===== src/rtl/heart_spawner.sv =====
// Heart pickup spawner: schedules, drops, holds and removes a collectible heart,
// issuing a one-cycle heal pulse to whichever player touches it.
module heart_spawner #(
  parameter int unsigned SPAWN_DELAY = 600,
  parameter int unsigned LIFETIME    = 300,
  parameter logic [9:0]  FLOOR_Y     = 10'd400,
  parameter logic [9:0]  FALL_STEP   = 10'd2,
  parameter logic [9:0]  X_MIN       = 10'd64,
  parameter logic [9:0]  SEED        = 10'h2A5,
  parameter int unsigned SIZE        = 16,
  parameter int unsigned PLAYER_W    = 32,
  parameter int unsigned PLAYER_H    = 64
) (
  input  logic       Clk,
  input  logic       Reset,
  input  logic       frame_clk,
  input  logic       game_on,
  input  logic [9:0] P1_X,
  input  logic [9:0] P1_Y,
  input  logic [9:0] P2_X,
  input  logic [9:0] P2_Y,
  output logic [9:0] Box_X,
  output logic [9:0] Box_Y,
  output logic       box_active,
  output logic       p1_heal,
  output logic       p2_heal
);

  localparam logic [9:0]  C_SPAWN = 10'(SPAWN_DELAY);
  localparam logic [9:0]  C_LIFE  = 10'(LIFETIME);
  localparam logic [10:0] C_SIZE  = 11'(SIZE);
  localparam logic [10:0] C_PW    = 11'(PLAYER_W);
  localparam logic [10:0] C_PH    = 11'(PLAYER_H);

  typedef enum logic [1:0] {StWait, StFall, StLanded} state_e;

  state_e      r_state, w_state_d;
  logic [9:0]  r_cnt, w_cnt_d;
  logic [9:0]  r_lfsr, w_lfsr_d;
  logic [9:0]  r_box_x, w_box_x_d;
  logic [9:0]  r_box_y, w_box_y_d;
  logic        r_fc_d;
  logic        r_active, w_active_d;
  logic        r_p1_heal, w_p1_heal_d;
  logic        r_p2_heal, w_p2_heal_d;

  logic        w_tick;
  logic        w_hit1, w_hit2;
  logic [10:0] w_fall_sum;

  assign w_tick = frame_clk & ~r_fc_d;

  // 11-bit sums keep the overlap and landing tests free of wraparound.
  assign w_hit1 = ({1'b0, r_box_x} < {1'b0, P1_X} + C_PW) &&
                  ({1'b0, P1_X} < {1'b0, r_box_x} + C_SIZE) &&
                  ({1'b0, r_box_y} < {1'b0, P1_Y} + C_PH) &&
                  ({1'b0, P1_Y} < {1'b0, r_box_y} + C_SIZE);
  assign w_hit2 = ({1'b0, r_box_x} < {1'b0, P2_X} + C_PW) &&
                  ({1'b0, P2_X} < {1'b0, r_box_x} + C_SIZE) &&
                  ({1'b0, r_box_y} < {1'b0, P2_Y} + C_PH) &&
                  ({1'b0, P2_Y} < {1'b0, r_box_y} + C_SIZE);
  assign w_fall_sum = {1'b0, r_box_y} + {1'b0, FALL_STEP};

  always_ff @(posedge Clk or posedge Reset) begin
    if (Reset) begin
      r_state   <= StWait;
      r_cnt     <= C_SPAWN;
      r_lfsr    <= SEED;
      r_fc_d    <= 1'b0;
      r_box_x   <= '0;
      r_box_y   <= '0;
      r_active  <= 1'b0;
      r_p1_heal <= 1'b0;
      r_p2_heal <= 1'b0;
    end else begin
      r_state   <= w_state_d;
      r_cnt     <= w_cnt_d;
      r_lfsr    <= w_lfsr_d;
      r_fc_d    <= frame_clk;
      r_box_x   <= w_box_x_d;
      r_box_y   <= w_box_y_d;
      r_active  <= w_active_d;
      r_p1_heal <= w_p1_heal_d;
      r_p2_heal <= w_p2_heal_d;
    end
  end

  always_comb begin
    w_state_d   = r_state;
    w_cnt_d     = r_cnt;
    w_box_x_d   = r_box_x;
    w_box_y_d   = r_box_y;
    w_active_d  = r_active;
    w_p1_heal_d = 1'b0;
    w_p2_heal_d = 1'b0;
    w_lfsr_d    = {r_lfsr[8:0], r_lfsr[9] ^ r_lfsr[6]};
    if (w_tick) begin
      if (!game_on) begin
        w_state_d  = StWait;
        w_cnt_d    = C_SPAWN;
        w_active_d = 1'b0;
      end else begin
        case (r_state)
          StWait: begin
            if (r_cnt == '0) begin
              w_box_x_d  = X_MIN + {1'b0, r_lfsr[8:0]};
              w_box_y_d  = '0;
              w_active_d = 1'b1;
              w_state_d  = StFall;
            end else begin
              w_cnt_d = r_cnt - 10'd1;
            end
          end
          StFall, StLanded: begin
            if (w_hit1 || w_hit2) begin
              // Player 1 takes precedence on a simultaneous touch.
              w_p1_heal_d = w_hit1;
              w_p2_heal_d = ~w_hit1;
              w_state_d   = StWait;
              w_cnt_d     = C_SPAWN;
              w_active_d  = 1'b0;
            end else if (r_state == StFall) begin
              if (w_fall_sum >= {1'b0, FLOOR_Y}) begin
                w_box_y_d = FLOOR_Y;
                w_cnt_d   = C_LIFE;
                w_state_d = StLanded;
              end else begin
                w_box_y_d = w_fall_sum[9:0];
              end
            end else if (r_cnt == '0) begin
              w_state_d  = StWait;
              w_cnt_d    = C_SPAWN;
              w_active_d = 1'b0;
            end else begin
              w_cnt_d = r_cnt - 10'd1;
            end
          end
          default: begin
            w_state_d  = StWait;
            w_cnt_d    = C_SPAWN;
            w_active_d = 1'b0;
          end
        endcase
      end
    end
  end

  always_comb begin
    Box_X      = r_box_x;
    Box_Y      = r_box_y;
    box_active = r_active;
    p1_heal    = r_p1_heal;
    p2_heal    = r_p2_heal;
  end

endmodule


===== config.mk =====
export PLATFORM = sky130hd
export DESIGN_NAME = heart_spawner
export DESIGN_NICKNAME = d
export VERILOG_FILES = /design/src/rtl/heart_spawner.sv
export SDC_FILE = /design/constraint.sdc
export NUM_CORES = 1
export LEC_CHECK = 0
export BUFFER_PORTS_ARGS = -buffer_cell sky130_fd_sc_hd__buf_2
export CAP_MARGIN = 20
export CORE_ASPECT_RATIO = 0.5
export CORE_UTILIZATION = 40
export CTS_CLUSTER_DIAMETER = 40
export DETAILED_ROUTE_END_ITERATION = 7
export SKIP_CTS_REPAIR_TIMING = 1
export SLEW_MARGIN = 0
export SYNTH_ARGS = -nofsm -noshare
export SYNTH_HDL_FRONTEND = slang
export SYNTH_SLANG_ARGS = --single-unit

===== constraint.sdc =====
create_clock -name Clk -period 6.86 [get_ports Clk]
set_clock_uncertainty 0.2 [all_clocks]
set_input_delay 1.372 -clock Clk [delete_from_list [all_inputs] [get_ports Clk]]
set_output_delay 1.372 -clock Clk [all_outputs]
set_load 0.005 [all_outputs]

==> results of run 1 <==
[final timing paths]
kind / from / cells past startpoint / endpoint
max: P2_X[5] / 13 / r_cnt[2]
min: r_lfsr[1] / 0 / r_lfsr[2]
max reg2reg: Box_Y[4] / 12 / r_cnt[2]
min reg2reg: r_lfsr[1] / 0 / r_lfsr[2]
max in group asynchronous: Reset / 2 / r_cnt[1]
min in group asynchronous: Reset / 2 / r_fc_d
[kinds of logic (layout without fill, tap and decap cells)]
logic type	count (synthesis)	count (layout)
AO/OA/AOI/OAI	145	145
XOR/XNOR	20	20
adder cells (fa/ha/maj)	81	81
buffers and inverters	60	117
flip-flops	45	45
multiplexers	1	1
other	1	1
AND/OR/NAND/NOR	184	184
[per-layer routing]
metal / up-vias / track usage [%] / wire [µm] / share of wire, %
li1: 2064 / - / - / -
met1: 1847 / 30.6 / 5830 / 53
met2: 128 / 29.3 / 4410 / 40
met3: 6 / 3.99 / 753 / 6.8
met4: 0 / 3.66 / 71 / 0.64
met5: - / 0 / 0 / 0
[state kept, by name, summed over array words and instances (netlist names)]
name / flops
Box_Y: 9
r_fc_d: 1
r_cnt: 10
Box_X: 10
box_active: 1
r_lfsr: 10
r_state: 2
p2_heal: 1
p1_heal: 1
[final cells by class]
class / instances / area (µm²) / area share [%]
clock inverters: 3 / 25.0 / 0.495
well taps: 140 / 175 / 3.46
flip-flops and latches: 45 / 1140 / 22.5
clock buffers: 5 / 125 / 2.47
repair buffers: 65 / 325 / 6.43
inverters: 44 / 165 / 3.27
multi-input cells: 432 / 3100 / 61.4
[metrics by stage]
step                utilization (%)  instance area (µm²)
global route                   48.0                 5060
finish                         48.0                 5060
detailed placement             46.5                 4910
floorplan                         -                 4480
CTS                            48.0                 5060
global placement               46.5                 4910
[power by group]
part	internal, mW	switching (mW)
registers	0.285	0.0166
logic	0.0726	0.0954
clock network	0.137	0.110
[cell usage in the layout, fill, tap and decap left out, drive strengths merged, types with 6 or more instances in the layout]
cell type	instances
nand2	55
a21oi	25
nor2b	7
dfstp	9
o211ai	11
a211o	6
nand3	27
inv	45
nand4	9
xnor2	10
nand2b	11
buf	65
ha	80
nor4	6
and3	7
nor2	35
xor2	10
a211oi	8
o21ai	41
nor3	11
o31ai	7
a21o	7
a31oi	8
dfrtp	36
o22ai	6
[critical path, delay by kind of cell]
family	cells	cell delay, ns
xor gates and xnor gates	1	0.18
adders and majority gates	2	0.49
AOI/OAI and AO/OA	8	1.88
buffers and inverters	1	0.13
and+or+nand+nor	1	0.10
==> flow_summary.yaml, run 1 <==
run_status:
  status: "finished clean"
setup_path:
  slowest_stage: "o41a_1"
  critPathKind: "input pin to register"
  crit_chain: "buf_2 > ha_1 > nand3_1 > xor2_1 > ha_1 > a21o_1 > a32oi_1 > o31ai_1 > o41a_1 > o21ai_2 > o21ai_2 > o21bai_1 > a22o_1"
  crit_required_ns: 6.84
  setup.worst_path.start_class: "input pin"
  cp-end-kind: "register"
  rrSetupSlack_ns: 2.86
  arrival_ns: 4.17
  critPathMaxStageDelay_ns: 0.46
  worstPathMaxFanout: 16
sta:
  hold_violations: 0
  rsz0062_at_grt: "no"
  fmax_mhz: 239
  finalWorstSetupSlack_ns: 2.67
  slew_violations: 0
  max_slew_margin_pct: 38.0
  tns_ns: 0
  holdWs_ns: 0.180
  setup_viol: 0
  min_period_ns: 4.19
  post-route-period-util_pct: 61.1
  worst_pin_slew_ns: 0.929
final_layout:
  final_cells: 734
  fin_nets: 717
  area.growth.synth_to_final_pct: 12.8
  antenna_cells: 0
  fill_cells: 1047
  drive_gt1_share_pct: 16.3
floorplanning:
  start_util_pct: 42.5
  rows: 26
  ios: 67
  fp.coreArea_um2: 10500
  dieArea_um2: 11700
  die-width_um: 152
  chipHeight_um: 76.8
yosys:
  yosysWarnings: 0
  synth_flop_cell: "dfrtp_1"
  seq_area_frac_synth_pct: 25.4
  synth_top_area_share_pct: 22.3
  synth_most_common_cell: "ha_1"
  synth_compound_area_share_pct: 21.8
  ys_ff_latch: 45
  syn_area_per_cell_um2: 8.34
  synthMuxAreaShare_pct: 0.223
  synth_xor_area_share_pct: 3.91
  async_flop_share_pct: 100
  ys_types: 64
  yosys-top-cells-count: "80 x ha_1, 55 x nand2_1, 44 x inv_1, 36 x dfrtp_1, 35 x nor2_1"
  synthCells: 537
  synth_area_leaders: "ha_1 22%, dfrtp_1 20%, dfstp_2 5.3%"
  synth_top_family_by_area: "adder cells"
  synth_edf_count: 0
  yosys.area_share.simple_pct: 20.6
  synth_top_area_cell: "ha_1"
  syn_nets: 661
  netlist_area_um2: 4480
  synthAdderAreaFrac_pct: 22.6
global_routing:
  grt_pass1_wl_um: 18800
  grt_pass1_vias: 3768
  grt_overflow: 0
  grt_max_degree: 46
  antenna_found_initial: 0
  grt_usage_pct: 20.2
worst_hold_path:
  min_path_type: "register to register"
flow_run:
  drv_cap: 0
power_and_ir_drop:
  powerDensity_nw_per_um2: 142
  finalPower_uw: 716
  irDropWorstVdd_mv: 0.0842
  leakage_nw: 2.47
clock_network:
  clk_pin_slew_worst_paths_ns: 0.06
  clock_sinks: 45
  clockBufferDepth: 2
  cts_tree: "yes"
  cts_buffers: 5
  h-tree-depth: 2
  root_buffer: "clkbuf_16"
  insertion_delay_ns: 0.29
detailed_routing:
  drc: 0
  vias: 4045
  wl_per_cell_um: 15.1
  antenna_left: 0
  first_pass_iters: 5
  drt_iter0_markers: 316
  routed_via_density: 5.51
  wirelength_um: 11100
placement:
  routabilityCongestion: 0.903
  hpwlAfterDp_um: 8780
  io_buffers: 65
  placed_cells: 726
  pre_cts_ws_ns: 2.37
No activity file was read; power rests on OpenSTA's default activity.
==> run 2: changes to the inputs <==
clock period = 3.8 ns   (was 6.86 ns; I/O delays follow)
==> run 2 against run 1 <==
  * Wire length up 3.3%
  * Largest power group unchanged
  * Count of clock-buffer cells in the layout did not move
  * Critical path type is now register to register
  * First-iteration DRC count shrank 39%
  * Via count rose by 1.2%
  * Register-to-register slack got worse by 2.6 ns
  * Cell area rose by 2.3%
==> flow_summary.yaml, run 2 (same netlist as run 1, synthesis figures left out) <==
run_status:
  status: "finished clean"
final_layout:
  area.growth.synth_to_final_pct: 15.4
  fin_nets: 730
  layout_commonest_cell: "ha_1"
  regArea_um2: 1140
  multi_input_area_um2: 3110
  fill_cells: 1029
  antenna_cells: 0
  final_cell_mix: "80 x ha_1, 65 x buf_2, 55 x nand2_1"
  final_cells: 747
  drive_gt1_share_pct: 18.5
setup_path:
  critPathKind: "register to register"
  arrival_ns: 3.60
  crit_required_ns: 3.83
  worstPathMaxFanout: 7
  setup.worst_path.start_class: "register"
  cp-end-kind: "register"
sta:
  min_period_ns: 3.57
  setup_viol: 0
  hold_violations: 0
  finalWorstSetupSlack_ns: 0.229
  slew_violations: 0
  post-route-period-util_pct: 94.0
  rsz0062_at_grt: "no"
  fmax_mhz: 280
  worst_pin_slew_ns: 0.955
  max_slew_margin_pct: 36.2
placement:
  routabilityCongestion: 0.899
  pre_cts_ws_ns: -0.00312
  hpwlAfterDp_um: 9170
  io_buffers: 65
  placed_cells: 739
detailed_routing:
  first_pass_iters: 4
  routed_via_density: 5.48
  vias: 4095
  wirelength_um: 11400
  drt_iter0_markers: 192
  wl_per_cell_um: 15.3
  antenna_left: 0
  drc: 0
global_routing:
  grt_overflow: 0
  antenna_found_initial: 0
  grt_usage_pct: 20.4
  grt_pass1_wl_um: 19100
  grt_pass1_vias: 3960
  grt_max_degree: 46
power_and_ir_drop:
  irDropWorstVdd_mv: 0.166
  p_int_uw: 904
  swShare_pct: 31.4
  power_frac_comb_pct: 23.5
  pwr-share-clk_pct: 35.2
  seq_power_share_pct: 41.2
  power_switching_uw: 414
  leakage_nw: 2.55
  powerDensity_nw_per_um2: 255
clock_network:
  cts_buffers: 5
  clock_sinks: 45
  clockBufferDepth: 2
  cts_tree: "yes"
  root_buffer: "clkbuf_16"
  clk_pin_slew_worst_paths_ns: 0.07
  h-tree-depth: 2
  insertion_delay_ns: 0.30
floorplanning:
  fp.coreArea_um2: 10500
  dieArea_um2: 11700
  chipHeight_um: 76.8
  ios: 67
  die-width_um: 152
  start_util_pct: 42.5
  rows: 26
flow_run:
  drv_cap: 0
worst_hold_path:
  min_path_type: "register to register"
[run 2: cell type report]
cell class / instances / area share, %
inverter: 44 / 3.19
clock inverter: 3 / 0.556
tap: 140 / 3.39
sequential: 45 / 22.0
clock buffer: 5 / 2.42
multi-input combinational: 432 / 60.0
timing repair buffer: 78 / 8.42
[run 2: worst paths after layout]
path                       slack (ns)   endpoint       from  cells past startpoint
min reg2reg                      0.18  r_lfsr[2]  r_lfsr[1]                      0
max                              0.23   Box_Y[1]   Box_Y[4]                     12
min in group asynchronous        0.48   r_cnt[8]      Reset                      2
max reg2reg                      0.23   Box_Y[1]   Box_Y[4]                     12
max in group asynchronous        2.33   Box_X[9]      Reset                      2
min                              0.18  r_lfsr[2]  r_lfsr[1]                      0
[run 2: worst max-delay path: stages (launching register included)]
cell	delay (ns)
dfrtp_1	0.39
ha_1	0.25
nand3_1	0.17
xor2_1	0.23
ha_1	0.28
a211o_1	0.31
nor3_1	0.24
o31ai_1	0.13
or4_4	0.59
o21ai_4	0.13
and2_2	0.26
or2b_1	0.17
a22o_1	0.15
[run 2: layer usage]
metal / part of all wire, % / track usage, %
met5: 0 / 0
met4: 0.55 / 3.17
met3: 4.2 / 3.69
met2: 42 / 31.2
met1: 53 / 29.9
[run 2: metrics by stage]
step	TNS, ns	power, mW	utilization (%)	hold slack [ns]	area [µm²]
detailed placement	-0.00312	0.860	47.6	0.168	5020
CTS	0	1.33	49.1	0.186	5170
finish	0	1.32	49.1	0.184	5170
global route	0	1.40	49.1	0.209	5170
floorplan	0	0.755	-	0.154	4480
global placement	0	0.854	47.6	0.162	5020
[run 2: power groups by stage]
stage                     logic [mW]  registers (mW)  clock network (mW)
after floorplan                0.210           0.544                   0
after global placement         0.302           0.551                   0
after detailed placement       0.309           0.551                   0
after CTS                      0.310           0.542               0.474
after global routing           0.357           0.547               0.495
final                          0.310           0.543               0.464
